**src/rtl/sysid_info_pkg.sv**
```systemverilog
// rtl/sysid_info_pkg.sv - shared constants for the system-ID info register block
//
// Purpose: word addresses of the register map, CTRL bit positions and the
// CAPS word layout used by sysid_info_regs and its uptime counter.
// Ports: none (package).

package sysid_info_pkg;

  // Word addresses of the register map
  localparam int unsigned ADR_ID        = 0;
  localparam int unsigned ADR_TS        = 1;
  localparam int unsigned ADR_CAPS      = 2;
  localparam int unsigned ADR_SCRATCH   = 3;
  localparam int unsigned ADR_UP_LO     = 4;
  localparam int unsigned ADR_UP_HI     = 5;
  localparam int unsigned ADR_CTRL      = 6;
  localparam int unsigned ADR_INFO_BASE = 8;

  // CTRL register bit positions
  localparam int unsigned CTRL_EN   = 0;
  localparam int unsigned CTRL_CLR  = 1;
  localparam int unsigned CTRL_WRAP = 8;

  localparam logic [7:0] CAPS_VERSION = 8'h01;

  // Live CTRL state; clear is write-only and has no storage
  typedef struct packed {
    logic wrap;
    logic en;
  } ctrl_t;

  function automatic logic [31:0] caps_word(input int unsigned addr_w,
                                            input int unsigned num_info);
    caps_word = {CAPS_VERSION, 8'h00, addr_w[7:0], num_info[7:0]};
  endfunction

endpackage

```
**src/rtl/sysid_uptime_counter.sv**
```systemverilog
// rtl/sysid_uptime_counter.sv - 64-bit uptime counter with hi-word snapshot shadow
//
// Purpose: free-running 64-bit counter with enable and synchronous clear.
// A snapshot strobe latches the upper word so software can read lo then hi
// coherently.
// Ports:
//   clk_i      clock
//   rst_ni     asynchronous active-low reset
//   en_i       count enable
//   clr_i      clear counter to 0 (wins over increment)
//   snap_i     capture count[63:32] into the shadow on this edge
//   count_lo_o live count[31:0]
//   shadow_o   captured upper word
//   wrap_o     high in the cycle whose edge rolls the counter over to 0

module sysid_uptime_counter (
  input  logic        clk_i,
  input  logic        rst_ni,
  input  logic        en_i,
  input  logic        clr_i,
  input  logic        snap_i,
  output logic [31:0] count_lo_o,
  output logic [31:0] shadow_o,
  output logic        wrap_o
);

  logic [63:0] count_q, count_d;
  logic [31:0] shadow_q, shadow_d;

  always_comb begin
    count_d  = count_q;
    shadow_d = shadow_q;
    if (clr_i) begin
      count_d = '0;
    end else if (en_i) begin
      count_d = count_q + 64'd1;
    end
    // Shadow samples the pre-edge value, matching the lo word returned by the same read
    if (snap_i) begin
      shadow_d = count_q[63:32];
    end
  end

  always_ff @(posedge clk_i or negedge rst_ni) begin
    if (!rst_ni) begin
      count_q  <= '0;
      shadow_q <= '0;
    end else begin
      count_q  <= count_d;
      shadow_q <= shadow_d;
    end
  end

  assign wrap_o     = en_i & ~clr_i & (&count_q);
  assign count_lo_o = count_q[31:0];
  assign shadow_o   = shadow_q;

endmodule

```
**src/rtl/sysid_info_regs.sv**
```systemverilog
// rtl/sysid_info_regs.sv - Avalon-MM identity / build-info / uptime register slave
//
// Purpose: read-latency-1 register block returning system ID, build timestamp,
// capabilities, a scratch word, a 64-bit uptime counter (coherent lo/hi),
// a control register and NUM_INFO build-info words. Never stalls.
// Ports:
//   clock          system clock
//   reset_n        asynchronous active-low reset
//   address        word address
//   read           read strobe
//   write          write strobe (dropped when read is also high)
//   writedata      write data
//   byteenable     write byte lanes
//   readdata       registered read data, holds between reads
//   readdatavalid  one-cycle pulse per read

module sysid_info_regs
  import sysid_info_pkg::*;
#(
  parameter logic [31:0]            SYSTEM_ID  = 32'hDECA_0001,
  parameter logic [31:0]            TIMESTAMP  = 32'h0000_0000,
  parameter int unsigned            ADDR_W     = 4,
  parameter int unsigned            NUM_INFO   = 4,
  parameter logic [32*NUM_INFO-1:0] INFO_WORDS = '0
) (
  input  logic              clock,
  input  logic              reset_n,
  input  logic [ADDR_W-1:0] address,
  input  logic              read,
  input  logic              write,
  input  logic [31:0]       writedata,
  input  logic [3:0]        byteenable,
  output logic [31:0]       readdata,
  output logic              readdatavalid
);

  logic [31:0] addr;
  logic        wr_en, ctrl_wr, clr, snap, wrap_pulse;
  logic [31:0] scratch_q, scratch_d;
  ctrl_t       ctrl_q, ctrl_d;
  logic [31:0] readdata_q, readdata_d;
  logic        rvalid_q;
  logic [31:0] up_lo, up_shadow, ctrl_rd;

  assign addr    = 32'(address);
  assign wr_en   = write & ~read;
  assign ctrl_wr = wr_en && (addr == ADR_CTRL);
  assign clr     = ctrl_wr & writedata[CTRL_CLR];
  assign snap    = read && (addr == ADR_UP_LO);

  sysid_uptime_counter u_uptime (
    .clk_i      (clock),
    .rst_ni     (reset_n),
    .en_i       (ctrl_q.en),
    .clr_i      (clr),
    .snap_i     (snap),
    .count_lo_o (up_lo),
    .shadow_o   (up_shadow),
    .wrap_o     (wrap_pulse)
  );

  always_comb begin
    scratch_d = scratch_q;
    if (wr_en && (addr == ADR_SCRATCH)) begin
      for (int b = 0; b < 4; b++) begin
        if (byteenable[b]) scratch_d[8*b +: 8] = writedata[8*b +: 8];
      end
    end
  end

  // A rollover on the same edge as a W1C keeps the flag set
  always_comb begin
    ctrl_d = ctrl_q;
    if (ctrl_wr) begin
      ctrl_d.en = writedata[CTRL_EN];
      if (writedata[CTRL_WRAP]) ctrl_d.wrap = 1'b0;
    end
    if (wrap_pulse) ctrl_d.wrap = 1'b1;
  end

  always_comb begin
    ctrl_rd            = '0;
    ctrl_rd[CTRL_EN]   = ctrl_q.en;
    ctrl_rd[CTRL_WRAP] = ctrl_q.wrap;
  end

  always_comb begin
    readdata_d = '0;
    case (addr)
      ADR_ID:      readdata_d = SYSTEM_ID;
      ADR_TS:      readdata_d = TIMESTAMP;
      ADR_CAPS:    readdata_d = caps_word(ADDR_W, NUM_INFO);
      ADR_SCRATCH: readdata_d = scratch_q;
      ADR_UP_LO:   readdata_d = up_lo;
      ADR_UP_HI:   readdata_d = up_shadow;
      ADR_CTRL:    readdata_d = ctrl_rd;
      default: begin
        for (int i = 0; i < int'(NUM_INFO); i++) begin
          if (addr == ADR_INFO_BASE + 32'(i)) readdata_d = INFO_WORDS[32*i +: 32];
        end
      end
    endcase
  end

  always_ff @(posedge clock or negedge reset_n) begin
    if (!reset_n) begin
      readdata_q <= '0;
      rvalid_q   <= 1'b0;
      scratch_q  <= '0;
      ctrl_q     <= '{wrap: 1'b0, en: 1'b1};
    end else begin
      rvalid_q  <= read;
      scratch_q <= scratch_d;
      ctrl_q    <= ctrl_d;
      if (read) readdata_q <= readdata_d;
    end
  end

  assign readdata      = readdata_q;
  assign readdatavalid = rvalid_q;

endmodule

```
**config.mk**
```make
export PLATFORM = sky130hd
export DESIGN_NAME = sysid_info_regs
export DESIGN_NICKNAME = d
export VERILOG_FILES = /design/src/rtl/sysid_info_pkg.sv /design/src/rtl/sysid_uptime_counter.sv /design/src/rtl/sysid_info_regs.sv
export SDC_FILE = /design/constraint.sdc
export NUM_CORES = 1
export LEC_CHECK = 0
export ABC_CLOCK_PERIOD_IN_PS = 2600
export CORE_MARGIN = 3
export CORE_UTILIZATION = 40
export CTS_BUF_LIST = sky130_fd_sc_hd__clkbuf_8
export DETAILED_ROUTE_END_ITERATION = 10
export GPL_ROUTABILITY_DRIVEN = 0
export PLACE_DENSITY_LB_ADDON = 0.12
export SLEW_MARGIN = 40
export SYNTH_ARGS = -nofsm -noshare
export SYNTH_HDL_FRONTEND = slang
export SYNTH_SLANG_ARGS = --single-unit
```
**constraint.sdc**
```tcl
create_clock -name clock -period 2.6 [get_ports clock]
set_clock_uncertainty 0.05 [all_clocks]
set_input_delay 0.78 -clock clock [delete_from_list [all_inputs] [get_ports clock]]
set_output_delay 0.78 -clock clock [all_outputs]
set_load 0.1 [all_outputs]
```
# --- Word level (Yosys, flattened, before mapping) ---
# Index checks and enable logic that the tools add are counted.
word_totals:
  regBits: 163
  inputBits: 44
  output_inout_bits: 33
  word_cells: 41
op_classes:
  n_addsub: 1
  n_eq_ne: 5
  muxes: 6
  bitwise_logic: 6
  n_reduce_logical: 13
op_table:
  columns: ["cell", "n"]
  rows:
  - ["$pmux 32 s6", 1]
  - ["$mux 64", 2]
  - ["$add 64x1->64 const B", 1]
  - ["$reduce_and 64->1", 1]
  - ["$logic_not 32->1", 1]
  - ["$eq 4x3->1 const B", 3]
  - ["$reduce_and 2->1", 5]
  - ["$eq 4x2->1 const B", 2]
  - ["$reduce_bool 2->1", 3]
  - ["$and 1x1->1", 4]
  - ["$logic_and 1x1->1", 3]
  - ["$mux 1", 2]
  - ["$mux 2", 1]
  - ["$not 1->1", 2]

# --- Longest topological paths before layout ---
depth:
  depth_word: 9
  depth_mapped: 8
  ltp_nobuf: 6

# --- By module ---
# Synthesis repeated with hierarchy kept, for this count alone.
unflattened:
  cells_unflattened: 771
  hier_area_um2: 8247.9
by_module_without_submodules:
  columns: ["module", "n_inst", "cells_each", "area_per_inst_um2", "seq_area_each_um2"]
  rows:
  - ["sysid_uptime_counter", 1, 480, 4854.7, 2402.3]
  - ["sysid_info_regs", 1, 291, 3393.3, 1677.9]

# --- Least setup slack after synthesis ---
# Ideal clock, no wire load.
synth_path:
  path_kind: "input to register"
  from: "input port address[1]"
  to: "register u_uptime.shadow_q[22], in the netlist u_uptime.shadow_o[22]"
  setup_ns: 0.125
  arrival_ns: 2.165
  t_required_ns: 2.425
  slack_ns: 0.260
  cell_stages: 6
  n_path_buf: 3
  cell_sequence: "clkbuf_1 nor3_1 nand2_1 clkbuf_1 buf_2 mux2_2"
synth_between:
  elab_chain_cells: 2
synth_lines:
  columns: ["item", "line", "rtl"]
  rows:
  - ["start: declaration", "sysid_info_regs.sv:28", "input logic [ADDR_W-1:0] address,"]
  - ["$eq 4x3->1", "sysid_info_regs.sv:49", "assign snap = read && (addr == ADR_UP_LO);"]
  - ["$logic_and 1x1->1", "sysid_info_regs.sv:49", null]
  - ["end signal: assignment", "sysid_uptime_counter.sv:50", "shadow_q <= shadow_d;"]
  - ["end: declaration", "sysid_uptime_counter.sv:28", "logic [31:0] shadow_q, shadow_d;"]
# No other way between the ends.
# A chain may end at the register's enable or synchronous reset.

# --- Final worst setup path ---
layout_path:
  from: "input port address[0]"
  to: "register ctrl_q[1] (netlist bit)"
layout_between:
  elab_chain_cells: 8
  elab_cells_between_ends: 10
  classes_between: "eq/ne: 1; mux: 1; bitwise: 4; reduce/logical: 4"
layout_lines:
  columns: ["item", "line", "rtl"]
  rows:
  - ["$eq 4x3->1 *", "sysid_info_regs.sv:47", "assign ctrl_wr = wr_en && (addr == ADR_CTRL);"]
  - ["$logic_and 1x1->1 *", "sysid_info_regs.sv:47", null]
  - ["$and 1x1->1", "sysid_info_regs.sv:48", "assign clr = ctrl_wr & writedata[CTRL_CLR];"]
  - ["$not 1->1", "sysid_uptime_counter.sv:54", "assign wrap_o = en_i & ~clr_i & (&count_q);"]
  - ["$and 1x1->1 (2 in a row)", "sysid_uptime_counter.sv:54", null]
  - ["$reduce_bool 2->1 (no line)", null, null]
  - ["$reduce_and 2->1 (no line)", null, null]
  - ["end signal: assignment", "sysid_info_regs.sv:110", "ctrl_q <= '{wrap: 1'b0, en: 1'b1};"]
  - ["end signal: assignment", "sysid_info_regs.sv:114", "ctrl_q <= ctrl_d;"]
  - ["end: declaration", "sysid_info_regs.sv:40", "ctrl_t ctrl_q, ctrl_d;"]
# Mark *: on every way between the ends. The rest lies on a longest branch, timed or not.

==> results <==
- The flow ran to the end, and the final reports show no timing, DRC or antenna violations.
- The maximum clock path buffer count is 2.
- The net count of the mapped netlist is 763.
- Grouping stages by cell kind, the critical path spends the most delay in simple AND/OR/NAND/NOR gates.
- Setup repair after global routing left no endpoint under its margin.
- The area of the die is ~0.021 mm².
- The predominant post-synthesis flop cell is dfrtp_1.
- In this run, placement finished with an instance count of between 1000 and 1500.
- The final wirelength is between 20 and 25 mm.
- The max-capacitance violation count is 0.
- The total clock sinks is roughly 160.
- The worst endpoint required time is roughly 2900 ps.
- The number of antenna violations at the first check in global routing is 0.
- For this run, the total global-route usage over all layers was measured as 0.200.
- The via count of the first global-routing pass is between 5000 and 6000.
- Ranked by instance count, the synthesized netlist is headed by 162 x dfrtp_1, 59 x mux2_2, 45 x a21oi_1, 45 x nand2_1, 45 x nor2_1.
- The synthesis warning total is 0.
- Clock-pin slew was measured on the worst setup and hold paths at 80 ps.
- The end of the worst register-to-register path is u_uptime.count_q[40].
- The startpoint type of the worst setup path is an input port.
- The smallest clock period supported by the final layout is computed as roughly 2400 ps.
- The count of nets left with antenna violations once routing finished came out at 0.
- The share of the clock period used by the worst path after layout is 0.935.
- In this run the number of cells on the critical path is 7.
- The register cell area after layout is about 0.004 mm².
- The number of endpoints with negative hold slack in the final report is 0.
- The library cell contributing the largest single delay on the critical path is clkdlybuf4s50_1.
- The filler cells instantiated in the layout total 1682.
- During placement, the flow inserted port buffers numbering 76.
- The worst-case IR drop observed on VDD is 0.311 mV.
- Traced cell by cell, the critical path runs through clkdlybuf4s50_1, buf_4, nand2b_1, nor4_1, and2_2, nor4b_1, a21o_1.
- dfrtp_1 takes more of the synthesized area than any other cell.
- After detailed routing, the met3 layer carries between 1 and 1.5 mm of wire.
- For this design the ratio of total power to cell area is a little under 800 mW/mm².
- The global route total overflow is 0.
- The share of synthesized area in the top cell type comes to 0.526.
- For this block, wires on met1 add up to a little over 10 mm.
- The first global-routing pass estimated between 30 and 40 mm of wire.
- After synthesis, the cell types taking the most area are dfrtp_1 53%, mux2_2 8.6%, a21oi_1 2.9%.
- For this run, the post-layout net count is around 870.
- The routed layout has roughly 6000 vias.
- The final number of max-transition violations is 0.
- In this run the critical register-to-register path is launched from u_uptime.count_q[0].
- The clock buffer count from CTS is 17.
- Entering global routing, the biggest net connects 58 pins.
- The flip-flop and latch count after synthesis is around 160.
- For this run, the slowest stage of the critical path takes roughly 600 ps.
- The height of the die is ~140 µm.
- The CTS tree is yes.
- The leakage power is slightly below 0.004 µW.
- In this run the worst path has a maximum fanout of 5.
- The area of the multi-input gates is between 0.003 and 0.004 mm².
- The critical path is of the in2reg type.
- The number of design-rule violations left by the first detailed-router iteration is between 400 and 500.
- The synthesized area is 0.00771 mm².
- The sum of negative setup slack is 0 ps.
- The type of the tightest min-delay check is in2async.
- Hold is met by roughly 240 ps.
- Clock tree synthesis selected as its root buffer the cell clkbuf_8.
- Across all setup checks in the final design, the least slack found is 168 ps.
- Yosys mapped a number of flops with a built-in enable equal to 0.
- Clock latency on the worst-skew pair, taken at its later pin, is 450 ps.
- During I/O placement, the number of pins put on the boundary was 77.
- After synthesis, the netlist uses 49 different library cells.
- The most frequent cell after synthesis is dfrtp_1.
- The upper clock frequency limit is between 400 and 500 MHz.
- The highest metal layer with signal wires is met4.
- The count of buffer and inverter cells on the critical path is 2.
- The proportion of layout cells with a drive suffix above 1 is 0.235.
- Once the clock tree was built, the setup fixing pass inserted 0 buffers.
- The first-pass detailed-route iteration total is 5.
- For this run, design rule violations remaining after detail routing come to 0.
- The sequential fraction of the synthesis area is 0.529.
- The die is ~140 µm wide.
- At the pin with the least slew margin, the transition time is 642 ps.
- The setup slack after placement is -251 ps.
- The worst-case reg-to-reg path depth is 6.
- The worst slew margin relative to its limit is 0.570.
- Across all register-to-register paths, the minimum setup slack is between 150 and 200 ps.
- The starting density of the core is 0.410.
- After routing the design area is about 0.0095 mm².
- The average vias per placed instance is 5.46.
- Gates resized during post-CTS repair numbered 0.
- Row generation in the floorplan step produced 50 rows.
- The clock tree synthesis step divided the H-tree into 4 levels.
- After detailed routing, the met2 layer carries slightly above 9 mm of wire.
- The sum of net half-perimeters after detailed placement is 15.4 mm.
- The antenna cell count is 0.
- The worst setup path is captured at a register.
- After detailed routing, the average wire length per cell comes to ~19 µm.
- In this run, post-CTS hold repair placed 0 buffers.
- The area growth from synthesis to layout is 23.1%.
- The filler-free cell count of the finished design is about 1100.
- The proportion of synthesized flip-flops having asynchronous set or reset is 1.00.
- The final setup violation count is 0.
- Synthesis produced a netlist whose cell count is 718.
- The placement-stage cell area is 0.00911 mm².
- For the worst setup path, the data arrival time is around 2800 ps.
- The average instance in the mapped netlist occupies around 11 µm².
- The floorplan step defined a core boundary enclosing approximately 0.019 mm².
[cells by family (layout without fill, tap and decap cells)]
group,after synthesis,after routing,share of synthesized area
AND/OR/NAND/NOR,220,220,0.172
multiplexers,61,61,0.0888
buffers and inverters,79,198,0.0420
adder cells (fa/ha/maj),1,1,0.00162
flip-flops,163,163,0.529
AO/OA/AOI/OAI,161,161,0.129
XOR/XNOR,33,33,0.0375
[per-layer routing]
layer	vias to the layer above	GRT usage
met2	153	0.297
met1	2986	0.305
met3	14	0.0401
met4	0	0.0437
met5	-	0
li1	2839	-
[metrics by stage]
stage,power (µW),utilization
global route,7690,0.504
detailed placement,5490,0.484
CTS,7320,0.504
global placement,5430,0.483
finish,7300,0.504
floorplan,4730,-
[cells in the final DEF, fill, tap and decap left out, types with 4 or more instances in the layout]
master / n
buf_4: 68
or4_1: 6
xnor2_1: 12
a222oi_1: 18
nand2_1: 45
dfrtp_1: 162
buf_12: 13
clkdlybuf4s50_1: 42
nor4_4: 4
or3_1: 27
a21oi_1: 45
xor2_1: 21
inv_1: 45
and3_1: 10
o31ai_1: 4
nand4_4: 4
clkbuf_8: 18
nand3_1: 20
o22ai_1: 33
mux2_2: 59
o21ai_0: 43
nand4_1: 25
a22oi_1: 10
nor4_1: 5
nor2_1: 45
[cell type report]
class / instances / share of cell area
Multi-Input combinational cell: 476 / 0.352
Clock inverter: 14 / 0.0148
Timing Repair Buffer: 124 / 0.127
Sequential cell: 163 / 0.430
Clock buffer: 18 / 0.0261
Inverter: 42 / 0.0166
Tap cell: 260 / 0.0343
[worst reg2reg max path, stage by stage (launching register included)]
cell and delay [ps]:
dfrtp_1 430, ha_1 220, nand3_1 240, or4_1 720, nor3_2 400, a31o_2 210
a21oi_1 60
[registers in the layout, indices dropped and copies added, names as in the netlist]
signal,cells
scratch_q,32
readdata,32
readdatavalid,1
u_uptime.shadow_o,32
ctrl_q,2
u_uptime.count_q,64
[report_power, final]
part	leakage [µW]	internal, µW	switching [µW]
clock	0.000203	875	956
combinational	0.00172	723	947
sequential	0.00195	3070	722
[worst max-delay path by stage]
stage | start | end
after floorplan | address[1] | u_uptime.shadow_o[22]
final | address[0] | ctrl_q[1]
after global routing | u_uptime.count_q[0] | u_uptime.count_q[40]
after CTS | u_uptime.count_q[0] | u_uptime.count_q[40]
after detailed placement | address[0] | ctrl_q[1]
after global placement | address[0] | ctrl_q[1]
No activity file was read; power rests on OpenSTA's default activity.
